==> src/rtl/sync_fifo_pkg.sv <==
// Shared constants and helpers for the programmable synchronous FIFO.
// The pointer increment wraps explicitly, so depths do not need to be a power of two.
package sync_fifo_pkg;

  localparam int DEF_DATA_WIDTH = 8;
  localparam int DEF_DEPTH      = 16;

  // Advance a pointer by one and wrap to zero after the last entry (depth-1).
  function automatic logic [31:0] ptr_inc(input logic [31:0] ptr, input logic [31:0] depth);
    return (ptr == depth - 32'd1) ? 32'd0 : ptr + 32'd1;
  endfunction

endpackage

==> src/rtl/sync_fifo_mem.sv <==
// Storage array for sync_fifo_prog: one synchronous write port, one asynchronous read port.
// Contents are not reset; occupancy tracking in the top decides which words are meaningful.
module sync_fifo_mem #(
  parameter int DW    = 8,
  parameter int DEPTH = 16,
  parameter int AW    = 4
) (
  input  logic          clk,
  input  logic          we_i,
  input  logic [AW-1:0] waddr_i,
  input  logic [DW-1:0] wdata_i,
  input  logic [AW-1:0] raddr_i,
  output logic [DW-1:0] rdata_o
);

  logic [DW-1:0] mem_q [DEPTH];

  always_ff @(posedge clk) begin
    if (we_i) begin
      mem_q[waddr_i] <= wdata_i;
    end
  end

  assign rdata_o = mem_q[raddr_i];

endmodule

==> src/rtl/sync_fifo_prog.sv <==
// Single-clock FIFO with occupancy count, almost-full/empty thresholds and sticky error flags.
// Define SYNC_FIFO_FWFT_EN for first-word-fall-through output; otherwise data_out is registered.
module sync_fifo_prog
  import sync_fifo_pkg::*;
#(
  parameter  int DATA_WIDTH = DEF_DATA_WIDTH,
  parameter  int FIFO_Depth = DEF_DEPTH,
  parameter  int AF_THRESH  = FIFO_Depth - 2,
  parameter  int AE_THRESH  = 2,
  localparam int CW         = $clog2(FIFO_Depth + 1)
) (
  input  logic                  clk,
  input  logic                  rst,
  input  logic                  wr_en,
  input  logic [DATA_WIDTH-1:0] data_in,
  input  logic                  rd_en,
  output logic [DATA_WIDTH-1:0] data_out,
  output logic                  full,
  output logic                  empty,
  output logic                  almost_full,
  output logic                  almost_empty,
  output logic [CW-1:0]         count,
  output logic                  overflow,
  output logic                  underflow,
  input  logic                  clr_err
);

  localparam int AW = (FIFO_Depth > 1) ? $clog2(FIFO_Depth) : 1;

  if (FIFO_Depth < 2 || AE_THRESH >= AF_THRESH || AF_THRESH > FIFO_Depth) begin : g_bad_cfg
    $fatal(1, "sync_fifo_prog: need FIFO_Depth>=2 and AE_THRESH < AF_THRESH <= FIFO_Depth");
  end

  logic [AW-1:0]         wr_ptr_q, wr_ptr_d;
  logic [AW-1:0]         rd_ptr_q, rd_ptr_d;
  logic [CW-1:0]         count_q, count_d;
  logic                  ovf_q, ovf_d;
  logic                  unf_q, unf_d;
  logic                  wr_acc, rd_acc;
  logic [DATA_WIDTH-1:0] rdata;

  // Status is decoded from the registered count only.
  assign count        = count_q;
  assign full         = (count_q == CW'(FIFO_Depth));
  assign empty        = (count_q == '0);
  assign almost_full  = (count_q >= CW'(AF_THRESH));
  assign almost_empty = (count_q <= CW'(AE_THRESH));
  assign overflow     = ovf_q;
  assign underflow    = unf_q;

  // Handshake: wr_en is accepted only while !full and rd_en only while !empty, both judged
  // on pre-edge state; a request made while blocked is dropped and latched as overflow/underflow.
  always_comb begin
    wr_acc   = wr_en && !full;
    rd_acc   = rd_en && !empty;
    wr_ptr_d = wr_acc ? AW'(ptr_inc(32'(wr_ptr_q), 32'(FIFO_Depth))) : wr_ptr_q;
    rd_ptr_d = rd_acc ? AW'(ptr_inc(32'(rd_ptr_q), 32'(FIFO_Depth))) : rd_ptr_q;
    count_d  = count_q + CW'(wr_acc) - CW'(rd_acc);
    ovf_d    = (wr_en && full)  ? 1'b1 : (clr_err ? 1'b0 : ovf_q);
    unf_d    = (rd_en && empty) ? 1'b1 : (clr_err ? 1'b0 : unf_q);
  end

  always_ff @(posedge clk) begin
    if (rst) begin
      wr_ptr_q <= '0;
      rd_ptr_q <= '0;
      count_q  <= '0;
      ovf_q    <= 1'b0;
      unf_q    <= 1'b0;
    end else begin
      wr_ptr_q <= wr_ptr_d;
      rd_ptr_q <= rd_ptr_d;
      count_q  <= count_d;
      ovf_q    <= ovf_d;
      unf_q    <= unf_d;
    end
  end

  sync_fifo_mem #(
    .DW    (DATA_WIDTH),
    .DEPTH (FIFO_Depth),
    .AW    (AW)
  ) u_mem (
    .clk     (clk),
    .we_i    (wr_acc),
    .waddr_i (wr_ptr_q),
    .wdata_i (data_in),
    .raddr_i (rd_ptr_q),
    .rdata_o (rdata)
  );

`ifdef SYNC_FIFO_FWFT_EN
  // Head word is visible as soon as it is stored; meaningless while empty.
  assign data_out = rdata;
`else
  logic [DATA_WIDTH-1:0] dout_q;

  always_ff @(posedge clk) begin
    if (rst) begin
      dout_q <= '0;
    end else if (rd_acc) begin
      dout_q <= rdata;
    end
  end

  assign data_out = dout_q;
`endif

endmodule

==> config.mk <==
export PLATFORM = sky130hd
export DESIGN_NAME = sync_fifo_prog
export DESIGN_NICKNAME = d
export VERILOG_FILES = /design/src/rtl/sync_fifo_pkg.sv /design/src/rtl/sync_fifo_mem.sv /design/src/rtl/sync_fifo_prog.sv
export SDC_FILE = /design/constraint.sdc
export NUM_CORES = 1
export LEC_CHECK = 0
export CORE_MARGIN = 1
export CORE_UTILIZATION = 40
export CTS_BUF_LIST = sky130_fd_sc_hd__clkbuf_8
export CTS_CLUSTER_DIAMETER = 100
export CTS_CLUSTER_SIZE = 10
export DETAILED_ROUTE_END_ITERATION = 12
export GPL_TIMING_DRIVEN = 0
export PLACE_DENSITY_LB_ADDON = 0.25
export SLEW_MARGIN = 5
export SYNTH_ARGS = -nofsm -noshare
export SYNTH_HDL_FRONTEND = slang
export SYNTH_SLANG_ARGS = --single-unit
==> constraint.sdc <==
create_clock -name clk -period 8.1 [get_ports clk]
set_input_delay 1.215 -clock clk [delete_from_list [all_inputs] [get_ports clk]]
set_output_delay 1.215 -clock clk [all_outputs]
set_load 0.01 [all_outputs]
==> results of run 1 <==
-- per-layer routing --
layer | vias up | share of wire, % | wire, um
met4 | 0 | 2.3 | 279
met2 | 64 | 49 | 6060
met1 | 1635 | 45 | 5490
met3 | 23 | 3.5 | 426
met5 | - | 0 | 0
li1 | 1452 | - | -
-- per-stage QoR --
stage / worst slack, ns / hold slack (ns) / cell area [um^2] / power (uW) / utilization (%)
2_1_floorplan: 4.98 / 0.493 / 6200 / 1180 / -
3_3_place_gp: 4.23 / 0.497 / 6740 / 1330 / 44.5
4_1_cts: 4.62 / 0.536 / 7160 / 1900 / 47.3
5_1_grt: 4.52 / 0.567 / 7160 / 1970 / 47.3
6_report: 4.68 / 0.531 / 7160 / 1880 / 47.3
3_5_place_dp: 4.26 / 0.509 / 6760 / 1340 / 44.7
-- power breakdown --
group | total, uW | switching (uW) | internal (uW)
clock | 564 | 263 | 301
sequential | 917 | 31.4 | 886
combinational | 402 | 198 | 204
total | 1880 | 492 | 1390
-- worst max-delay path, cell delays in order (launching register included) --
cell and delay, ns:
dfxtp_1 0.35, inv_1 0.11, ha_1 0.19, or4b_4 0.50
inv_1 0.09, clkdlybuf4s50_1 0.54
-- final timing paths --
kind	cells past startpoint	to	startpoint	slack, ns
max	5	empty	count[2]	4.68
min	2	data_out[1]	data_out[1]	0.53
max reg2reg	14	count[4]	count[2]	5.06
min reg2reg	2	data_out[1]	data_out[1]	0.53
-- logic make-up after synthesis --
kind of cell,count (synthesis),synth area share [%]
fa+ha+maj,17,3.55
mux,48,14.9
buf+inv,30,3.07
compound gates,27,2.85
simple gates,66,5.57
flops,151,69.5
xor+xnor,4,0.565
-- layout by cell type (no fill, tap or decap), types with 4 or more instances in the layout --
cell type	synthesis	layout
edfxtp_1	128	128
clkdlybuf4s50_1	0	31
dfxtp_1	23	23
clkbuf_8	0	21
mux4_2	20	20
nor2_1	19	19
mux2i_1	16	16
ha_1	16	16
inv_1	12	15
nand2_1	13	13
a21oi_1	12	12
mux4_1	12	12
nand3b_1	8	8
o221ai_1	8	8
clkbuf_1	5	5
nand3_1	4	4
nor3_2	0	4
nor2b_1	4	4
buf_6	4	4
buf_2	4	4
xor2_1	4	4
nor3_1	8	4
-- sequential cells by signal, summed over array words and instances, names as in the netlist --
name,cells
wr_ptr_q,4
underflow,1
overflow,1
count,5
rd_ptr_q,4
u_mem.mem_q,128
data_out,8
-- area by class of cell --
| cell class | instances | area, um^2 |
|---|---|---|
| fill | 1284 | 7990 |
| sequential | 151 | 4300 |
| multi-input combinational | 162 | 1720 |
| timing repair buffer | 31 | 310 |
| clock buffer | 21 | 289 |
| tap | 188 | 235 |
| buffer | 17 | 141 |
| clock inverter | 11 | 109 |
| inverter | 13 | 48.8 |
==> metrics, run 1 <==
Die H 126 um; clk buf depth 2; crit path capture type output pin; Pre-antenna DRT Iters 4; Total Wirelength 12,300 um; Resize count post-CTS 0; top post-synthesis cells by area edfxtp_1, dfxtp_1, mux4_2; Required @ worst endpoint 6.88 ns; initial antenna violation count 0; Pwr Density 263 nW/um^2; fin crit period 3.42 ns; crit start category register; status complete, no violations; number of synthesis warnings 0; P_leak 0.00235 uW; site row count 45; unrepaired setup endpoints after global routing false; share of layout cells above drive strength 1 17.0%; drt drc 0; final std cells w/o fill 594; critical-path maximum fanout 5; fraction of registers with async set/reset 0%; final setup violation count 0; commonest cells in the netlist edfxtp_1, dfxtp_1, mux4_2; number of global-route vias before repair 3,247; Avg Inst Size Synth 18.1 um^2; DP Wirelength 8120 um; GRT Util Overall 16.7%; final hold viol count 0; Post-DRT Antenna Nets 0; Initial Util 40.9%; Max-Cap Viols 0; Setup Buffers After CTS 0; setup TNS 0 ns; Cell Area, Synth 6200 um^2; GRT met2 Usage 27.6%; first-pass GRT wire length 18,900 um; io pins 32; # placed instances 562; n_diodes 0; met3 usage 4.18%; clock skew 0.0132 ns; Mapped Nets 373; Die X-Extent 126 um; drt wl/cell 20.6 um; final-stage net count 423; most common cell in the netlist edfxtp_1; CTS Root Buffer Type clkbuf_8; critical path class register to output pin; Synth-to-Final Area Change 15.5%; IO buf count 31; Congestion Overflow GR 0; largest net degree at the start of global routing 17; grt peak-use layer met2; met1 usage 20.9%; CTS tree yes; max-slew violation count 0; sequential share of the synthesized area 69.5%; Max Freq 0.293 GHz; Peak VDD IR 0.111 mV; Synth top area share 62.0%; DR vias 3,174; post-synthesis instance total 343; CTS Buf Count 17; Seq cells post-synth 151; CP Data Arrival Time 2.20 ns; cell taking the most area after synthesis edfxtp_1; Via density 5.34; clock sink count 151; Placer Congestion 0.763; Primary FF master, synth edfxtp_1; Die ar. 16,000 um^2; Slew Limit Headroom 29.0%; number of flops mapped to enable cells by yosys 128; first-iteration detailed-routing DRC count 164; CTS Hold Bufs 0; core area 15,100 um^2; clock slew at the register clock pins of the worst setup and hold paths 0.07 ns; number of distinct library cells after synthesis 35; slew at the pin closest to its max-slew limit 1.06 ns; htree depth 4; Worst-Skew Late Latency 0.45 ns; worst hold-check path type register to register; fin crit share 42.2%
(Power assumes the default switching activity.)
==> run 2: changes to the inputs <==
clock period = 3.31 ns   (was 8.1 ns; I/O delays follow)
==> results of run 2 <==
The final DEF is identical to that of run 1. Status: complete, no violations.
Among the figures that moved: setup slack after placement 4.26 ns -> 0.190 ns; setup slack after layout 4.68 ns -> 0.272 ns; end point of the critical path empty -> count[4]; register-to-register setup slack 5.06 ns -> 0.27 ns; total power 1880 uW -> 4610 uW; worst IR drop on VDD 0.111 mV -> 0.272 mV
==> run 3: changes to the inputs <==
CELL_PAD_IN_SITES_DETAIL_PLACEMENT = 1   (was not set)
CELL_PAD_IN_SITES_GLOBAL_PLACEMENT = 1   (was not set)
==> metrics, run 3 (same netlist as run 1, synthesis figures left out) <==
clock skew 0.00761 ns (was 0.0132 ns); Die X-Extent 126 um (unchanged); Total Wirelength 13,700 um (was 12,300 um); crit path capture type register (unchanged); DP Wirelength 9060 um (was 8120 um); Peak VDD IR 0.361 mV (was 0.272 mV); share of layout cells above drive strength 1 18.4% (was 17.0%); initial antenna violation count 0 (unchanged); clk buf depth 2 (unchanged); sequential group share of total power 45.3% (was 48.7%); Max Freq 0.335 GHz (was 0.329 GHz); Max-Cap Viols 0 (unchanged); grt peak-use layer met2 (unchanged); pre-CTS WS 0.137 ns (was 0.190 ns); P_leak 0.00239 uW (was 0.00235 uW); final-stage net count 425 (was 423); CTS Buf Count 17 (unchanged); slew at the pin closest to its max-slew limit 1.09 ns (was 1.06 ns); first-iteration detailed-routing DRC count 217 (was 164); combinational share of power 20.2% (was 21.3%); net switching power 1300 uW (was 1200 uW); clock sink count 151 (unchanged); largest net degree at the start of global routing 17 (unchanged); Slew Limit Headroom 27.2% (was 29.0%); Fillers 1,474 (was 1,284); io pins 32 (unchanged); CTS Hold Bufs 0 (unchanged); Pwr Density 681 nW/um^2 (was 643 nW/um^2); Post-DP Area 6790 um^2 (was 6760 um^2); Worst-Skew Late Latency 0.45 ns (about the same); critical path class register to register (unchanged); Initial Util 40.9% (unchanged); Die ar. 16,000 um^2 (unchanged); site row count 45 (unchanged); total power 4950 uW (was 4610 uW); worst hold-check path type register to register (unchanged); CTS Root Buffer Type clkbuf_8 (unchanged); Resize count post-CTS 0 (unchanged); Multi-input gate area 1720 um^2 (unchanged); GRT Util Overall 18.8% (was 16.7%); setup TNS 0 ns (unchanged); CTS tree yes (unchanged); DR vias 3,231 (was 3,174); max-slew violation count 0 (unchanged); drt drc 0 (unchanged); Reg area 4300 um^2 (unchanged); most used cell, CP ha_1; first-pass GRT wire length 21,100 um (was 18,900 um); drt wl/cell 23.0 um (was 20.6 um); max reg flops 128 (unchanged); cell area after layout 7260 um^2 (was 7160 um^2); CP Data Arrival Time 3.36 ns (was 3.41 ns); unrepaired setup endpoints after global routing false (unchanged); commonest non-fill, non-tap cell in the layout edfxtp_1 (unchanged); Via density 5.42 (was 5.34); Crit path largest cell delay 0.50 ns (was 0.40 ns); IO buf count 31 (unchanged); Required @ worst endpoint 3.69 ns (was 3.68 ns); number of global-route vias before repair 3,420 (was 3,247); htree depth 4 (unchanged); clock slew at the register clock pins of the worst setup and hold paths 0.08 ns (was 0.07 ns); final hold viol count 0 (unchanged); most frequent cells in the layout edfxtp_1, clkdlybuf4s50_1, dfxtp_1 (unchanged); Post-DRT Antenna Nets 0 (unchanged); Int Pwr 3650 uW (was 3400 uW); Pre-antenna DRT Iters 4 (unchanged); n_diodes 0 (unchanged); final worst slack 0.322 ns (was 0.272 ns); Placer Congestion 0.721 (was 0.763); Congestion Overflow GR 0 (unchanged); CP max stage cell or4b_4 (was dfxtp_1); crit-path cells inv_1, ha_1, or4b_4, nand2_2, inv_2, ha_1, inv_1, ha_1, fa_1, nand2b_1, a21oi_1, or3_1, a21oi_1 (was inv_1, ha_1, nand4bb_1, and2_1, clkbuf_1, inv_1, ha_1, inv_1, ha_1, fa_1, nand2b_1, a21oi_1, or3_1, a21oi_1); final setup violation count 0 (unchanged); GRT met2 Usage 31.7% (was 27.6%); core area 15,100 um^2 (unchanged); Die H 126 um (unchanged); fin crit share 90.3% (was 91.8%); Core Util, Final 48.0% (was 47.3%); Sw Share 26.3% (was 26.1%); status complete, no violations (unchanged); critical-path maximum fanout 5 (was 7); Synth-to-Final Area Change 17.2% (was 15.5%); met3 usage 4.81% (was 4.18%); fin crit period 2.99 ns (was 3.04 ns); crit start category register (unchanged); Reg with most FFs u_mem.mem_q (unchanged); met1 usage 23.7% (was 20.9%); clock share of power 34.4% (was 29.9%)
[run 3: changes by cell type in the layout (fill, tap and decap cells not counted)]
cell,before,now
buf_4,1,4
bufinv_16,2,6
clkbuf_1,5,4
clkbuf_8,21,17
clkinv_2,3,2
clkinvlp_4,3,4
inv_1,15,12
inv_6,0,2
inv_8,0,1
[run 3: per-stage QoR]
stage	std cells	hold WS [ns]
4_1_cts	597	0.520
6_report	596	0.514
5_1_grt	596	0.562
3_5_place_dp	565	0.497
3_3_place_gp	562	0.499
2_1_floorplan	343	0.493
[run 3: worst paths after layout]
| path | startpoint | endpoint | slack (ns) | depth (start not counted) |
|---|---|---|---|---|
| min reg2reg | data_out[1] | data_out[1] | 0.51 | 2 |
| max reg2reg | count[2] | count[4] | 0.32 | 13 |
| max | count[2] | count[4] | 0.32 | 13 |
| min | data_out[1] | data_out[1] | 0.51 | 2 |
[run 3: power by group through the flow]
stage	Clock [uW]	Sequential (uW)	Combinational, uW
after floorplan	0	2290	611
after global placement	0	2290	993
after detailed placement	0	2290	1020
after CTS	1740	2250	1020
after global routing	1800	2260	1110
final	1700	2240	1000
[run 3: cell type report]
| cell class | count | share of cell area, % |
|---|---|---|
| multi-input combinational | 162 | 23.7 |
| clock inverter | 15 | 3.43 |
| timing repair buffer | 34 | 4.58 |
| sequential | 151 | 59.2 |
| tap | 188 | 3.24 |
| buffer | 16 | 1.89 |
| clock buffer | 17 | 3.22 |
| inverter | 13 | 0.672 |
[run 3: critical path: cells and delay by family, from the launching register on]
kind                       cells  cell delay [ns]
AOI/OAI and AO/OA              2             0.22
adders and majority gates      4             1.06
buffers and inverters          3             0.25
DFF                            1             0.36
and+or+nand+nor                4             1.03
[run 3: routing by layer]
layer / vias up / part of all wire [%]
met5: - / 0
met3: 12 / 5.4
met2: 92 / 50
met1: 1671 / 43
li1: 1456 / -
met4: 0 / 1.1
[run 3: what timing repair did]
| action | CTS | global route |
|---|---|---|
| setup buffers | 0 | 0 |
| endpoints found under the hold margin | 0 | 0 |
| endpoints found under the setup margin | 0 | 1 |
